### config.mk
export PLATFORM = sky130hd
export DESIGN_NAME = inst_fetch_ctrl
export DESIGN_NICKNAME = d
export VERILOG_FILES = /design/src/rtl/inst_fetch_ctrl.sv
export SDC_FILE = /design/constraint.sdc
export NUM_CORES = 1
export LEC_CHECK = 0
export BUFFER_PORTS_ARGS = -buffer_cell sky130_fd_sc_hd__buf_2
export CELL_PAD_IN_SITES_DETAIL_PLACEMENT = 1
export CELL_PAD_IN_SITES_GLOBAL_PLACEMENT = 1
export CORE_UTILIZATION = 34
export CTS_CLUSTER_SIZE = 30
export DETAILED_ROUTE_END_ITERATION = 6
export GPL_TIMING_DRIVEN = 0
export PLACE_DENSITY_LB_ADDON = 0.1
export SYNTH_ARGS = -nofsm -noshare
export SYNTH_HDL_FRONTEND = slang
export SYNTH_SLANG_ARGS = --single-unit
export TNS_END_PERCENT = 5
### constraint.sdc
create_clock -name clk -period 1.75 [get_ports clk]
set_input_delay 0.0875 -clock clk [delete_from_list [all_inputs] [get_ports clk]]
set_output_delay 0.0875 -clock clk [all_outputs]
set_load 0.01 [all_outputs]
### src/rtl/inst_fetch_ctrl.sv
// Instruction fetch: one bus read per PC, result held for decode until accepted; flush discards stale responses.
// Optional FETCH_ADDR_MAP_EN folds kseg0/kseg1 PCs to physical bus addresses; min fetch period 3 cycles.
module inst_fetch_ctrl #(
  parameter int ADDR_W = 32,
  parameter int DATA_W = 32
) (
  input  logic              clk,
  input  logic              rst,
  input  logic [ADDR_W-1:0] pc,
  input  logic              flush,
  input  logic              stall_i,
  output logic              pc_stall,
  output logic              inst_req,
  output logic [ADDR_W-1:0] inst_addr,
  input  logic              inst_addr_ok,
  input  logic              inst_data_ok,
  input  logic [DATA_W-1:0] inst_rdata,
  output logic              inst_valid,
  output logic [DATA_W-1:0] inst_o,
  output logic [ADDR_W-1:0] inst_pc,
  output logic              inst_adel
);

  typedef enum logic [1:0] {S_REQ, S_WAIT, S_HOLD, S_DROP} state_t;

  state_t            state, state_nxt;
  logic [ADDR_W-1:0] req_pc;
  logic              misaligned;
  logic              req_fire, cap_adel, cap_data, clr_valid;

  assign misaligned = (pc[1:0] != 2'b00);
  assign inst_req   = (state == S_REQ) && !flush && !rst && !misaligned;
  assign pc_stall   = !((state == S_HOLD) && !stall_i && !flush);

`ifdef FETCH_ADDR_MAP_EN
  assign inst_addr = {{(ADDR_W-29){1'b0}}, pc[28:0]};
`else
  assign inst_addr = pc;
`endif

  always_comb begin
    state_nxt = state;
    req_fire  = 1'b0;
    cap_adel  = 1'b0;
    cap_data  = 1'b0;
    clr_valid = 1'b0;
    case (state)
      S_REQ: begin
        if (!flush) begin
          if (misaligned) begin
            cap_adel  = 1'b1;
            state_nxt = S_HOLD;
          end else if (inst_addr_ok) begin
            req_fire  = 1'b1;
            state_nxt = S_WAIT;
          end
        end
      end
      S_WAIT: begin
        // A flush with data already back needs no drop phase; otherwise wait out the stale response.
        if (flush) begin
          state_nxt = inst_data_ok ? S_REQ : S_DROP;
        end else if (inst_data_ok) begin
          cap_data  = 1'b1;
          state_nxt = S_HOLD;
        end
      end
      S_DROP: begin
        if (inst_data_ok) state_nxt = S_REQ;
      end
      S_HOLD: begin
        if (flush || !stall_i) begin
          clr_valid = 1'b1;
          state_nxt = S_REQ;
        end
      end
      default: state_nxt = S_REQ;
    endcase
  end

  always_ff @(posedge clk) begin
    if (rst) begin
      state      <= S_REQ;
      req_pc     <= '0;
      inst_valid <= 1'b0;
      inst_o     <= '0;
      inst_pc    <= '0;
      inst_adel  <= 1'b0;
    end else begin
      state <= state_nxt;
      if (req_fire) req_pc <= pc;
      if (cap_adel) begin
        inst_o     <= '0;
        inst_pc    <= pc;
        inst_adel  <= 1'b1;
        inst_valid <= 1'b1;
      end else if (cap_data) begin
        inst_o     <= inst_rdata;
        inst_pc    <= req_pc;
        inst_adel  <= 1'b0;
        inst_valid <= 1'b1;
      end else if (clr_valid) begin
        inst_valid <= 1'b0;
      end
    end
  end

endmodule

Yosys cells after proc, flatten, opt, wreduce, memory -nomap -nowiden --
Cells that the tools add are included.
Storage, ports and cells: flip-flop bits (word level) 100, output and inout port bits 100
Cells by class: equality and inequality tests 8, reduce and logical (&&, ||, !) cells 17, multiplexer cells 28
Operators by type and width (number):
- $mux W32 | 2
- $mux W1 | 17
- $mux W2 | 8
- $pmux W2 S4 | 1
- $ne A3 B3 Y1 const B | 2
- $logic_and A1 B1 Y1 | 5
- $logic_not A1 Y1 | 5
- $reduce_and A5 Y1 | 1
- $eq A2 B2 Y1 const B | 2
- $ne A2 B2 Y1 const B | 2
- $reduce_bool A2 Y1 | 2
- $reduce_bool A3 Y1 | 1
- $eq A2 B1 Y1 const B | 1
- $logic_not A2 Y1 | 1
- $ne A2 B1 Y1 const B | 1
- $reduce_or A2 Y1 | 1
- $logic_or A1 B1 Y1 | 1

Depth between registers and ports, before layout --
depth after elaboration 7, depth in mapped cells 7, mapped depth without buffers 4

Least setup slack after synthesis --
No wires, ideal clock.
path type register to register, start reg state[1], end reg inst_pc[0], setup slack 0.460 ns, setup time 0.128 ns, arrival time 1.163 ns, stages on the path, launching flop included 7, clock period less this slack 1.290 ns, required time 1.622 ns, cells stage by stage dfxtp_1 > nor2_4 > nand3_1 > buf_2 > buf_4 > a32oi_1 > nor2_1
Between the ends: word-level cells in the longest chain between the ends 3, elaborated cells on any way between the ends 6, classes of those cells 1 x eq/ne; 3 x mux; 2 x reduce/logical
Ends and longest elaborated chain:
- start, declared | line 26 | state_t state, state_nxt;
- start signal, assigned | line 90 | state <= state_nxt;
- $eq A2 B1 Y1 / $logic_not A2 Y1 (equally long branches) | line 47 | case (state)
- $mux W1 | line 47
- $reduce_bool A2 Y1 (no line) / $mux W32 (equally long branches)
- end signal, assigned | line 94 | inst_pc <= pc;
- end signal, assigned | line 99 | inst_pc <= req_pc;
- end, declared | line 20 | output logic [ADDR_W-1:0] inst_pc,
Several ways; a longest one is shown, not always the timed one. A chain may end at the register's enable or synchronous reset.

Worst setup path in the final report --
start reg state[0], end out pc_stall
Between the ends: word-level cells in the longest chain between the ends 4
Ends and longest elaborated chain:
- $eq A2 B2 Y1 | line 33 | assign pc_stall = !((state == S_HOLD) && !stall_i && !flush);
- $logic_and A1 B1 Y1 (2 in a row) | line 33
- $logic_not A1 Y1 | line 33
- end, declared | line 12 | output logic pc_stall,
Every way passes these cells.

==> flow_summary.json <==
{
  "vias_per_cell": 4.75,
  "ys_top_cells_by_count": "nand2_1, dfxtp_1, a21oi_1",
  "numCtsBuffers": 9,
  "swShare_pct": 26.4,
  "drive_gt1_share_pct": 37.4,
  "cp_max_fo": 10,
  "core_area_um2": 12100,
  "synth.area.top_cells": "dfxtp_1, nand2_1, a311oi_2, a21oi_1, buf_4",
  "grt_pass1_wl_um": 22000,
  "first_pass_iters": 4,
  "dp_cells": 854,
  "port_buffers": 168,
  "crit_chain": "buf_2 > inv_1 > nand2_1 > or3_1 > buf_2",
  "synth_most_common_cell": "nand2_1",
  "grt_pass1_vias": 4498,
  "setup_viol": 0,
  "start_util_pct": 35.1,
  "ctsHtreeMaxLevel": 3,
  "diodes": 0,
  "instances_no_fill": 905,
  "period_share_pct": 91.8,
  "worst-setup-path-type": "flip-flop to primary output",
  "rows": 40,
  "cts_root_buffer": "clkbuf_16",
  "power.switching_uw": 1360,
  "irDropWorstVdd_mv": 0.441,
  "clk_pin_slew_worst_paths_ns": 0.07,
  "wl_per_cell_um": 15.3,
  "die_h_um": 114,
  "synthMuxAreaShare_pct": 0,
  "finalHoldViolCount": 0,
  "grt_max_degree": 16,
  "num_vias": 4303,
  "end_kind": "primary output",
  "combPwrFrac_pct": 15.9,
  "yosysUniqueCellTypes": 32,
  "ys_async_sr_fraction_pct": 0,
  "synth_nets": 588,
  "fin_crit_ns": 1.61,
  "ant_nets": 0,
  "grt_util_all_layers_pct": 21.7,
  "max_stage_delay_ns": 0.32,
  "power.leakage_uw": 0.00254,
  "grt-ovfl-total": 0,
  "drt-total-wl_um": 13800,
  "status": "complete, no violations",
  "worst_pin_slew_ns": 0.757,
  "hold_class": "input port to flip-flop",
  "die_width_um": 114,
  "worst_ep_arrival_time_ns": 1.52,
  "yosys_register_bits": 100,
  "synthAdderAreaFrac_pct": 0,
  "syn_inst": 518,
  "cts_tree": "done",
  "cp-start-kind": "flip-flop",
  "drv_cap": 0,
  "fillers": 1526,
  "yosysWarnings": 0,
  "tns_ns": 0,
  "report.final.slew_viol_count": 0,
  "clk_latency_ns": 0.34,
  "syn_to_final_growth_pct": 39.7,
  "syn-cell-area_um2": 4250,
  "netlist.area_leader.share_pct": 47.1,
  "cpMaxStageDelayCell": "dfxtp_1",
  "p_int_uw": 3790,
  "clockBufferDepth": 2,
  "synth_top_family_by_area": "simple AND/OR/NAND/NOR gates",
  "pwr-share-clk_pct": 36.9,
  "synth_compound_area_share_pct": 19.5,
  "cts_num_sinks": 100,
  "synth_seq_area_share_pct": 47.1,
  "drt_iter0_drc": 166,
  "hpwlAfterDp_um": 9330,
  "cts_setup_buffers": 0,
  "synth_ff_type": "dfxtp_1",
  "fin_skew_ns": 0.00688,
  "die_area_um2": 13000,
  "antenna_found_initial": 0,
  "worst-path-buf-inv": 3,
  "post-route-util_pct": 49.0,
  "critPathTopFamily": "buffers and inverters",
  "synth-simple-area-share_pct": 22.3,
  "p_seq_share_pct": 47.2,
  "synth_edf_count": 0,
  "syn_area_per_cell_um2": 8.21,
  "slew_headroom_pct": 49.5,
  "gp_congestion": 0.780,
  "rsz0062_at_grt": "false",
  "synth_top_cell_by_area": "dfxtp_1",
  "drcViolationCount": 0,
  "final_nets": 802,
  "io_pins": 170,
  "critPathRequiredTime_ns": 1.66,
  "worst_path_most_repeated_cell": "buf_2",
  "p_per_area_nw_per_um2": 868,
  "fmax_mhz": 622,
  "synth_xor_area_share_pct": 0
}
area by class of cell:
cell class	instances	area (um^2)	share of cell area, %
Sequential cell	100	2000	33.7
Buffer	71	459	7.74
Clock buffer	12	256	4.32
Multi-Input combinational cell	343	1780	29.9
Timing Repair Buffer	203	1190	20.1
Clock inverter	4	23.8	0.401
Inverter	4	15.0	0.253
Tap cell	168	210	3.54
cells by family (layout without fill, tap and decap cells):
kind of cell,count (synthesis),after routing
buffers and inverters,75,294
AOI/OAI and AO/OA,110,110
DFF,100,100
and+or+nand+nor,233,233
routing by layer:
metal	share of wire (%)	wire (um)	track usage, %	vias up
met4	1.1	149	6.49	0
met3	4.6	630	3.19	11
met5	0	0	0	-
met1	45	6150	25.8	2053
met2	50	6880	40.3	118
li1	-	-	-	2121
sequential cells by signal (all words and copies together), names as in the netlist:
signal      count
inst_o         32
inst_pc        32
req_pc         32
state           2
inst_adel       1
inst_valid      1
final timing paths:
check	start	end	slack, ns	cells past startpoint
worst min-delay path	pc[27]	req_pc[27]$_SDFFE_PP0P_	0.01	3
worst min register to register	inst_o[2]$_SDFFE_PP0P_	inst_o[2]$_SDFFE_PP0P_	0.45	2
worst max register to register	state[0]$_SDFFE_PP0P_	req_pc[15]$_SDFFE_PP0P_	0.19	7
worst max-delay path	state[0]$_SDFFE_PP0P_	pc_stall	0.14	5
timing repair:
item | CTS | global route
endpoints found under the hold margin | 35 | 0
endpoints found under the setup margin | 0 | 15
resized for setup | 0 | 5
hold buffers | 35 | 0
worst reg2reg max path, delay by kind of cell, from the launching register on:
kind | cells | cell delay, ns
AOI/OAI and AO/OA | 1 | 0.13
buffers and inverters | 4 | 0.74
DFF | 1 | 0.32
and+or+nand+nor | 2 | 0.28
metrics by stage:
step	power (uW)	hold slack [ns]	instance area [um^2]	worst slack (ns)
6_report	5150	0.0110	5940	0.143
5_1_grt	5380	0.00814	5940	0.0521
4_1_cts	5210	0.00103	5930	0.131
3_5_place_dp	3240	0.340	5300	0.150
3_3_place_gp	3230	0.330	5300	0.186
2_1_floorplan	2910	0.223	4250	0.460
power by group through the flow:
| stage | Sequential (uW) | Clock, uW | Combinational (uW) |
|---|---|---|---|
| final | 2430 | 1900 | 817 |
| after CTS | 2430 | 1950 | 824 |
| after floorplan | 2510 | 0 | 397 |
| after global placement | 2480 | 0 | 749 |
| after global routing | 2440 | 2040 | 896 |
| after detailed placement | 2480 | 0 | 758 |
layout by cell type (no fill, tap or decap), types with 3 or more instances in the layout:
| cell type | count |
|---|---|
| clkbuf_1 | 8 |
| clkinv_2 | 3 |
| buf_6 | 4 |
| nor2_1 | 30 |
| a32oi_1 | 3 |
| nand3_1 | 7 |
| a311oi_2 | 24 |
| a22oi_1 | 4 |
| a21oi_1 | 70 |
| inv_1 | 4 |
| clkbuf_16 | 9 |
| dlygate4sd3_1 | 35 |
| o21ai_0 | 4 |
| nor2b_1 | 3 |
| dfxtp_1 | 99 |
| nand2_1 | 177 |
| buf_4 | 35 |
| buf_2 | 191 |
(Power assumes the default switching activity.)
